[src/rtl/i2s_tx_serializer.sv]
// ----------------------------------------------------------------------------
// i2s_tx_serializer
//   I2S master transmitter for the DAC side of the audio path. Derives bclk and
//   lrclk from clk, accepts stereo frames through a valid/ready handshake into
//   a one-frame buffer and shifts each frame out MSB-first in Philips I2S
//   format (data starts one bclk after the lrclk edge). lrclk doubles as the
//   l_r_clk used by the EQ chain.
//
// Ports:
//   clk           system clock
//   reset         synchronous, active-low reset
//   sample_l      left sample, two's complement (passed through verbatim)
//   sample_r      right sample, two's complement (passed through verbatim)
//   sample_valid  sample_l/sample_r pair is valid
//   sample_ready  frame buffer empty; transfer when valid && ready
//   bclk          I2S bit clock, period 2*BCLK_DIV clk
//   lrclk         I2S word select, 0 = left, 1 = right
//   sdata         I2S serial data, changes on bclk falling events
//   underrun      one-clk pulse when a frame starts with an empty buffer
// ----------------------------------------------------------------------------
module i2s_tx_serializer #(
   parameter int DATA_WIDTH = 16,
   parameter int SLOT_BITS  = 32,   // must be >= DATA_WIDTH+1
   parameter int BCLK_DIV   = 4     // must be >= 2
) (
   input  logic                  clk,
   input  logic                  reset,
   input  logic [DATA_WIDTH-1:0] sample_l,
   input  logic [DATA_WIDTH-1:0] sample_r,
   input  logic                  sample_valid,
   output logic                  sample_ready,
   output logic                  bclk,
   output logic                  lrclk,
   output logic                  sdata,
   output logic                  underrun
);

   localparam int DIV_W = $clog2(BCLK_DIV);
   localparam int POS_W = $clog2(SLOT_BITS);
   localparam logic [DIV_W-1:0] DIV_LAST = DIV_W'(BCLK_DIV - 1);
   localparam logic [POS_W-1:0] POS_LAST = POS_W'(SLOT_BITS - 1);

   logic [DIV_W-1:0]      div_cnt;
   logic [POS_W-1:0]      pos;        // bit position within the current slot
   logic [DATA_WIDTH-1:0] buf_l, buf_r;
   logic [DATA_WIDTH-1:0] act_l, act_r;

   logic                  tick, fall, pos_wrap, frame_start, xfer;
   logic                  lr_nxt, sd_nxt;
   logic [POS_W-1:0]      pos_nxt;
   logic [DATA_WIDTH-1:0] word;

   // Everything that happens on a bclk falling event is computed here from
   // the values the slot counter and lrclk take on that same edge.
   always_comb begin
      // NOTE: every output of this block gets a default before any condition,
      // so no path leaves a signal unassigned and no latch is inferred.
      tick        = (div_cnt == DIV_LAST);
      fall        = tick && bclk;
      pos_wrap    = (pos == POS_LAST);
      pos_nxt     = pos_wrap ? '0 : pos + 1'b1;
      lr_nxt      = pos_wrap ? ~lrclk : lrclk;
      // lrclk 1->0 marks the start of a new left/right frame.
      frame_start = fall && pos_wrap && lrclk;
      xfer        = sample_valid && sample_ready;
      word        = lr_nxt ? act_r : act_l;
      sd_nxt      = 1'b0;
      // Position 0 is the I2S one-bit delay and positions past DATA_WIDTH are
      // padding, both zero; positions 1..DATA_WIDTH walk the word MSB-first.
      for (int i = 1; i <= DATA_WIDTH; i++) begin
         if (int'(pos_nxt) == i) sd_nxt = word[DATA_WIDTH-i];
      end
   end

   // NOTE: sequential state uses non-blocking assignments only, so every
   // register sees the pre-edge value of every other register.
   always_ff @(posedge clk) begin
      if (!reset) begin
         div_cnt      <= '0;
         bclk         <= 1'b0;
         lrclk        <= 1'b1;
         pos          <= POS_LAST;
         sdata        <= 1'b0;
         sample_ready <= 1'b1;
         underrun     <= 1'b0;
         act_l        <= '0;
         act_r        <= '0;
      end else begin
         underrun <= 1'b0;

         if (tick) begin
            div_cnt <= '0;
            bclk    <= ~bclk;
         end else begin
            div_cnt <= div_cnt + 1'b1;
         end

         if (fall) begin
            pos   <= pos_nxt;
            lrclk <= lr_nxt;
            sdata <= sd_nxt;
         end

         if (xfer) sample_ready <= 1'b0;

         // Both channels are loaded together only here, so a frame never
         // mixes samples from two different transfers. A transfer landing on
         // an empty-buffer frame start stays buffered for the next frame.
         if (frame_start) begin
            if (!sample_ready) begin
               act_l        <= buf_l;
               act_r        <= buf_r;
               sample_ready <= 1'b1;
            end else begin
               act_l    <= '0;
               act_r    <= '0;
               underrun <= 1'b1;
            end
         end
      end
   end

   // NOTE: the buffer payload has no reset; the sample_ready flag alone says
   // whether it holds a frame, and it is only read while the flag is clear.
   always_ff @(posedge clk) begin
      if (xfer) begin
         buf_l <= sample_l;
         buf_r <= sample_r;
      end
   end

endmodule

[config.mk]
export PLATFORM = sky130hd
export DESIGN_NAME = i2s_tx_serializer
export DESIGN_NICKNAME = d
export VERILOG_FILES = /design/src/rtl/i2s_tx_serializer.sv
export SDC_FILE = /design/constraint.sdc
export NUM_CORES = 1
export LEC_CHECK = 0
export CORE_MARGIN = 2
export CORE_UTILIZATION = 40
export CTS_CLUSTER_SIZE = 8
export DETAILED_ROUTE_END_ITERATION = 8
export GPL_TIMING_DRIVEN = 0
export PLACE_DENSITY = 0.66
export SYNTH_ARGS = -nofsm -noshare
export SYNTH_HDL_FRONTEND = slang
export SYNTH_SLANG_ARGS = --single-unit
[constraint.sdc]
create_clock -name clk -period 6.6 [get_ports clk]
set_input_delay 1.32 -clock clk [delete_from_list [all_inputs] [get_ports clk]]
set_output_delay 1.32 -clock clk [all_outputs]
set_load 0.05 [all_outputs]
==> tab_implementation.tex <==
\begin{tabular}{lr}
\hline
Metric & Value \\
\hline
\multicolumn{2}{l}{\textbf{Outcome}} \\
\quad Run status & finished, final reports clean \\
\multicolumn{2}{l}{\textbf{Critical path}} \\
\quad Max stage delay cell, worst path & sky130\_fd\_sc\_hd\_\_clkdlybuf4s50\_1 \\
\quad Data required time at the worst endpoint & 5.28 ns \\
\quad Sum of buffers and inverters on the critical path & 1 \\
\quad CP max stage delay & 0.82 ns \\
\quad Type of destination of the critical path & output port \\
\quad Largest driver fanout on the critical path & 4 \\
\quad Cell type group with the largest total delay on the critical path & buffers and inverters \\
\quad Launching element type of the critical path & flop \\
\quad Data arrival time of the critical path & 1.55 ns \\
\quad Worst setup path class & flop to output port \\
\quad Sequence of cells on the critical path & clkdlybuf4s50\_1 \\
\multicolumn{2}{l}{\textbf{Logic synthesis}} \\
\quad Proportion of synthesized flip-flops having asynchronous set or reset & 0 \\
\quad Distinct cells, synth & 44 \\
\quad Simple-gate area share of the yosys netlist & 0.207 \\
\quad Post-synth top area share & 0.297 \\
\quad Most common cell in the synthesized netlist & sky130\_fd\_sc\_hd\_\_dfxtp\_1 \\
\quad Synthesized area per cell & approximately 11 µm² \\
\quad Post-synthesis instance area & 3230 µm² \\
\quad Leading post-synthesis cells by instance count & sky130\_fd\_sc\_hd\_\_dfxtp\_1, sky130\_fd\_sc\_hd\_\_a21oi\_1, sky130\_fd\_sc\_hd\_\_nor3b\_1 \\
\quad Primary flip-flop cell chosen by synthesis mapping & sky130\_fd\_sc\_hd\_\_dfxtp\_1 \\
\quad Complex-gate fraction of the synthesized area & 0.123 \\
\quad \#FFs+latches synth & 76 \\
\quad Dominant combinational cell family by area after synthesis & simple AND/OR/NAND/NOR gates \\
\quad Cell types with the largest area share after synthesis & sky130\_fd\_sc\_hd\_\_edfxtp\_1, sky130\_fd\_sc\_hd\_\_dfxtp\_1, sky130\_fd\_sc\_hd\_\_nor3b\_1 \\
\quad Net count after synthesis & 331 \\
\quad Synthesized netlist cell count & 293 \\
\quad Mux contribution to synthesized area & 0.0453 \\
\quad Library cell with the largest summed area after synthesis & sky130\_fd\_sc\_hd\_\_edfxtp\_1 \\
\quad Number of flops mapped to enable cells by yosys & 32 \\
\quad Xor-xnor portion of the synthesized cell area & 0.0108 \\
\quad Fraction of the yosys area taken by sequential cells & 0.570 \\
\quad Number of warnings reported in the yosys synthesis log & 0 \\
\quad Adder-Cell Fraction of Synth Area & 0.0116 \\
\multicolumn{2}{l}{\textbf{Power}} \\
\quad Total power density per cell area & 240 nW/µm² \\
\quad Portion of total power attributed to combinational logic & 0.067 \\
\quad Leak pwr & 1.35 nW \\
\quad Clock share of power & 0.394 \\
\quad Overall power of the completed layout & 0.949 mW \\
\quad P\_sw & $\sim$0.2 mW \\
\quad Switching share of total power & 0.211 \\
\quad Maximum vdd drop & 0.133 mV \\
\quad Cell-internal power & 0.749 mW \\
\quad Share of total power in sequential cells & 0.539 \\
\multicolumn{2}{l}{\textbf{Placement}} \\
\quad GPL Wtd Cong & just over 0.9 \\
\quad Pre-CTS setup slack & between 3 and 4 ns \\
\quad Total instance count after detailed placement & 434 \\
\quad Post-detail-place hpwl & 4940 µm \\
\quad PortBufs & 39 \\
\multicolumn{2}{l}{\textbf{Min path}} \\
\quad Worst hold-check path type & flop to flop \\
\multicolumn{2}{l}{\textbf{Timing}} \\
\quad Final setup TNS & 0 ns \\
\quad Max-slew headroom & 0.500 \\
\quad Fin crit share & 0.435 \\
\quad Final max-slew violation count & 0 \\
\quad Worst slew pin tran & 0.750 ns \\
\quad Largest clock skew in the final design & 0.0122 ns \\
\quad Post-route worst setup slack & 3.73 ns \\
\quad Final hold viol count & 0 \\
\quad Post-layout minimum cycle time & approximately 2.9 ns \\
\quad Achievable clock frequency & between 300 and 400 MHz \\
\quad Setup-failing EPs final & 0 \\
\quad Unrepaired setup endpoints after global routing & false \\
\multicolumn{2}{l}{\textbf{Drt}} \\
\quad DRC violation count after routing & 0 \\
\quad Length of the first detailed-routing pass in iterations & 4 \\
\quad Final routed wire length divided by cell count & 15.0 µm \\
\quad DRT iter0 DRCs & 130 \\
\quad Via count & $\sim$2,300 \\
\quad Final Routed Wirelength & a little under 7000 µm \\
\quad Detail Route Antenna Nets & 0 \\
\quad Vias per cell & 5.13 \\
\multicolumn{2}{l}{\textbf{Clock tree}} \\
\quad Max H-tree Level & 3 \\
\quad Worst-skew pair later-pin latency & 0.35 ns \\
\quad Number of hold-repair buffers added at the cts stage & 0 \\
\quad Clock tree from TritonCTS & yes \\
\quad Clock input transition at the sequential cells of the worst setup and hold paths & 0.08 ns \\
\quad Buffer cell driving the clock tree root & sky130\_fd\_sc\_hd\_\_clkbuf\_8 \\
\quad Number of sinks handled by clock tree synthesis & 76 \\
\quad Post-CTS Setup Inserts & 0 \\
\quad Max Buffers Root-to-Sink & 2 \\
\quad Cells resized by post-CTS repair & 0 \\
\quad Clock buffers created by TritonCTS & 9 \\
\multicolumn{2}{l}{\textbf{GRT}} \\
\quad Layer carrying the most global-route usage & met2 \\
\quad GR Util met3 & 0.0441 \\
\quad Number of global-route vias before repair & 2,272 \\
\quad Overall track demand over capacity in global routing & 0.166 \\
\quad Number of antenna violations at the first check in global routing & 0 \\
\quad M1 GR Usage & 0.217 \\
\quad Aggregate global routing overflow & 0 \\
\quad GRT met2 Usage & 0.262 \\
\quad Pin count of the biggest net entering global routing & 34 \\
\quad Wire length of the first global-routing pass & 11,100 µm \\
\multicolumn{2}{l}{\textbf{Final layout}} \\
\quad Area of the multi-input gates & 1290 µm² \\
\quad Share of layout cells above drive strength 1 & 0.0690 \\
\quad Area overhead of the layout relative to synthesis & 22.4\% \\
\quad Number of non-filler instances in the completed layout & 450 \\
\quad FF/Latch Area & 1840 µm² \\
\quad Layout net count & between 300 and 400 \\
\quad Final core area utilization & 0.510 \\
\quad Fill cell instance count of the final layout & about 750 \\
\quad Ant diodes & 0 \\
\multicolumn{2}{l}{\textbf{Floorplan}} \\
\quad Row count & 32 \\
\quad Starting utilization of the core area & 0.416 \\
\quad Core ar. & 7770 µm² \\
\quad Die Wd & approximately 94 µm \\
\quad Overall die height & 93.9 µm \\
\quad Area of the die & 8820 µm² \\
\quad Count of pins on the block boundary & 40 \\
\multicolumn{2}{l}{\textbf{Run}} \\
\quad Max-cap violation count & 0 \\
\hline
\end{tabular}
-- power groups by stage --
stage / clock [mW] / combinational [mW] / sequential (mW)
final: 0.374 / 0.0633 / 0.512
after global routing: 0.403 / 0.0685 / 0.513
after CTS: 0.383 / 0.0634 / 0.512
after detailed placement: 0 / 0.0632 / 0.523
after global placement: 0 / 0.0619 / 0.523
after floorplan: 0 / 0.0289 / 0.525
-- logic make-up (layout without fill, tap and decap cells) --
logic type,Yosys count,count (layout)
and+or+nand+nor,105,105
xor gates and xnor gates,4,4
AOI/OAI and AO/OA,66,66
muxes,13,13
buffers and inverters,26,81
DFF,76,76
adders and majority gates,3,3
-- placed cells by master, fill, tap and decap left out, drive strengths merged, types with 9 or more instances in the layout --
| cell type | n |
|---|---|
| dfxtp | 44 |
| clkdlybuf4s50 | 39 |
| a21oi | 38 |
| nor3b | 35 |
| nor2b | 33 |
| edfxtp | 32 |
| clkbuf | 28 |
| nand2 | 12 |
| mux2i | 9 |
-- per-stage QoR --
| step | hold WS [ns] | instance area, µm² |
|---|---|---|
| finish | 0.437 | 3960 |
| global route | 0.464 | 3960 |
| CTS | 0.438 | 3960 |
| detailed placement | 0.427 | 3750 |
| global placement | 0.410 | 3750 |
| floorplan | 0.403 | 3230 |
-- state kept, by name (all words and copies together), names as in the netlist --
name / cells
act_r: 16
bclk: 1
act_l: 16
buf_r: 16
sample_ready: 1
pos: 5
underrun: 1
lrclk: 1
div_cnt: 2
sdata: 1
buf_l: 16
-- layout make-up --
type / instances / area share
repair buffers: 39 / 0.0986
flip-flops and latches: 76 / 0.465
multi-input cells: 191 / 0.325
inverters: 4 / 0.00379
clock buffers: 10 / 0.0322
well taps: 102 / 0.0322
clock inverters: 6 / 0.0199
plain buffers: 22 / 0.0228
-- metal layers --
metal | part of all wire | routed length [µm] | vias up
li1 | - | - | 1166
met1 | 0.47 | 3160 | 1081
met2 | 0.47 | 3210 | 53
met3 | 0.044 | 297 | 9
met4 | 0.014 | 96 | 0
met5 | 0 | 0 | -
-- path summary, 6_finish.rpt --
check | start | endpoint | slack, ns | cells past startpoint
setup / recovery | bclk | bclk | 3.73 | 1
hold reg to reg | div_cnt[0] | div_cnt[0] | 0.44 | 1
setup reg to reg | pos[0] | act_l[6] | 3.74 | 9
hold / removal | div_cnt[0] | div_cnt[0] | 0.44 | 1
(Power assumes the default switching activity.)
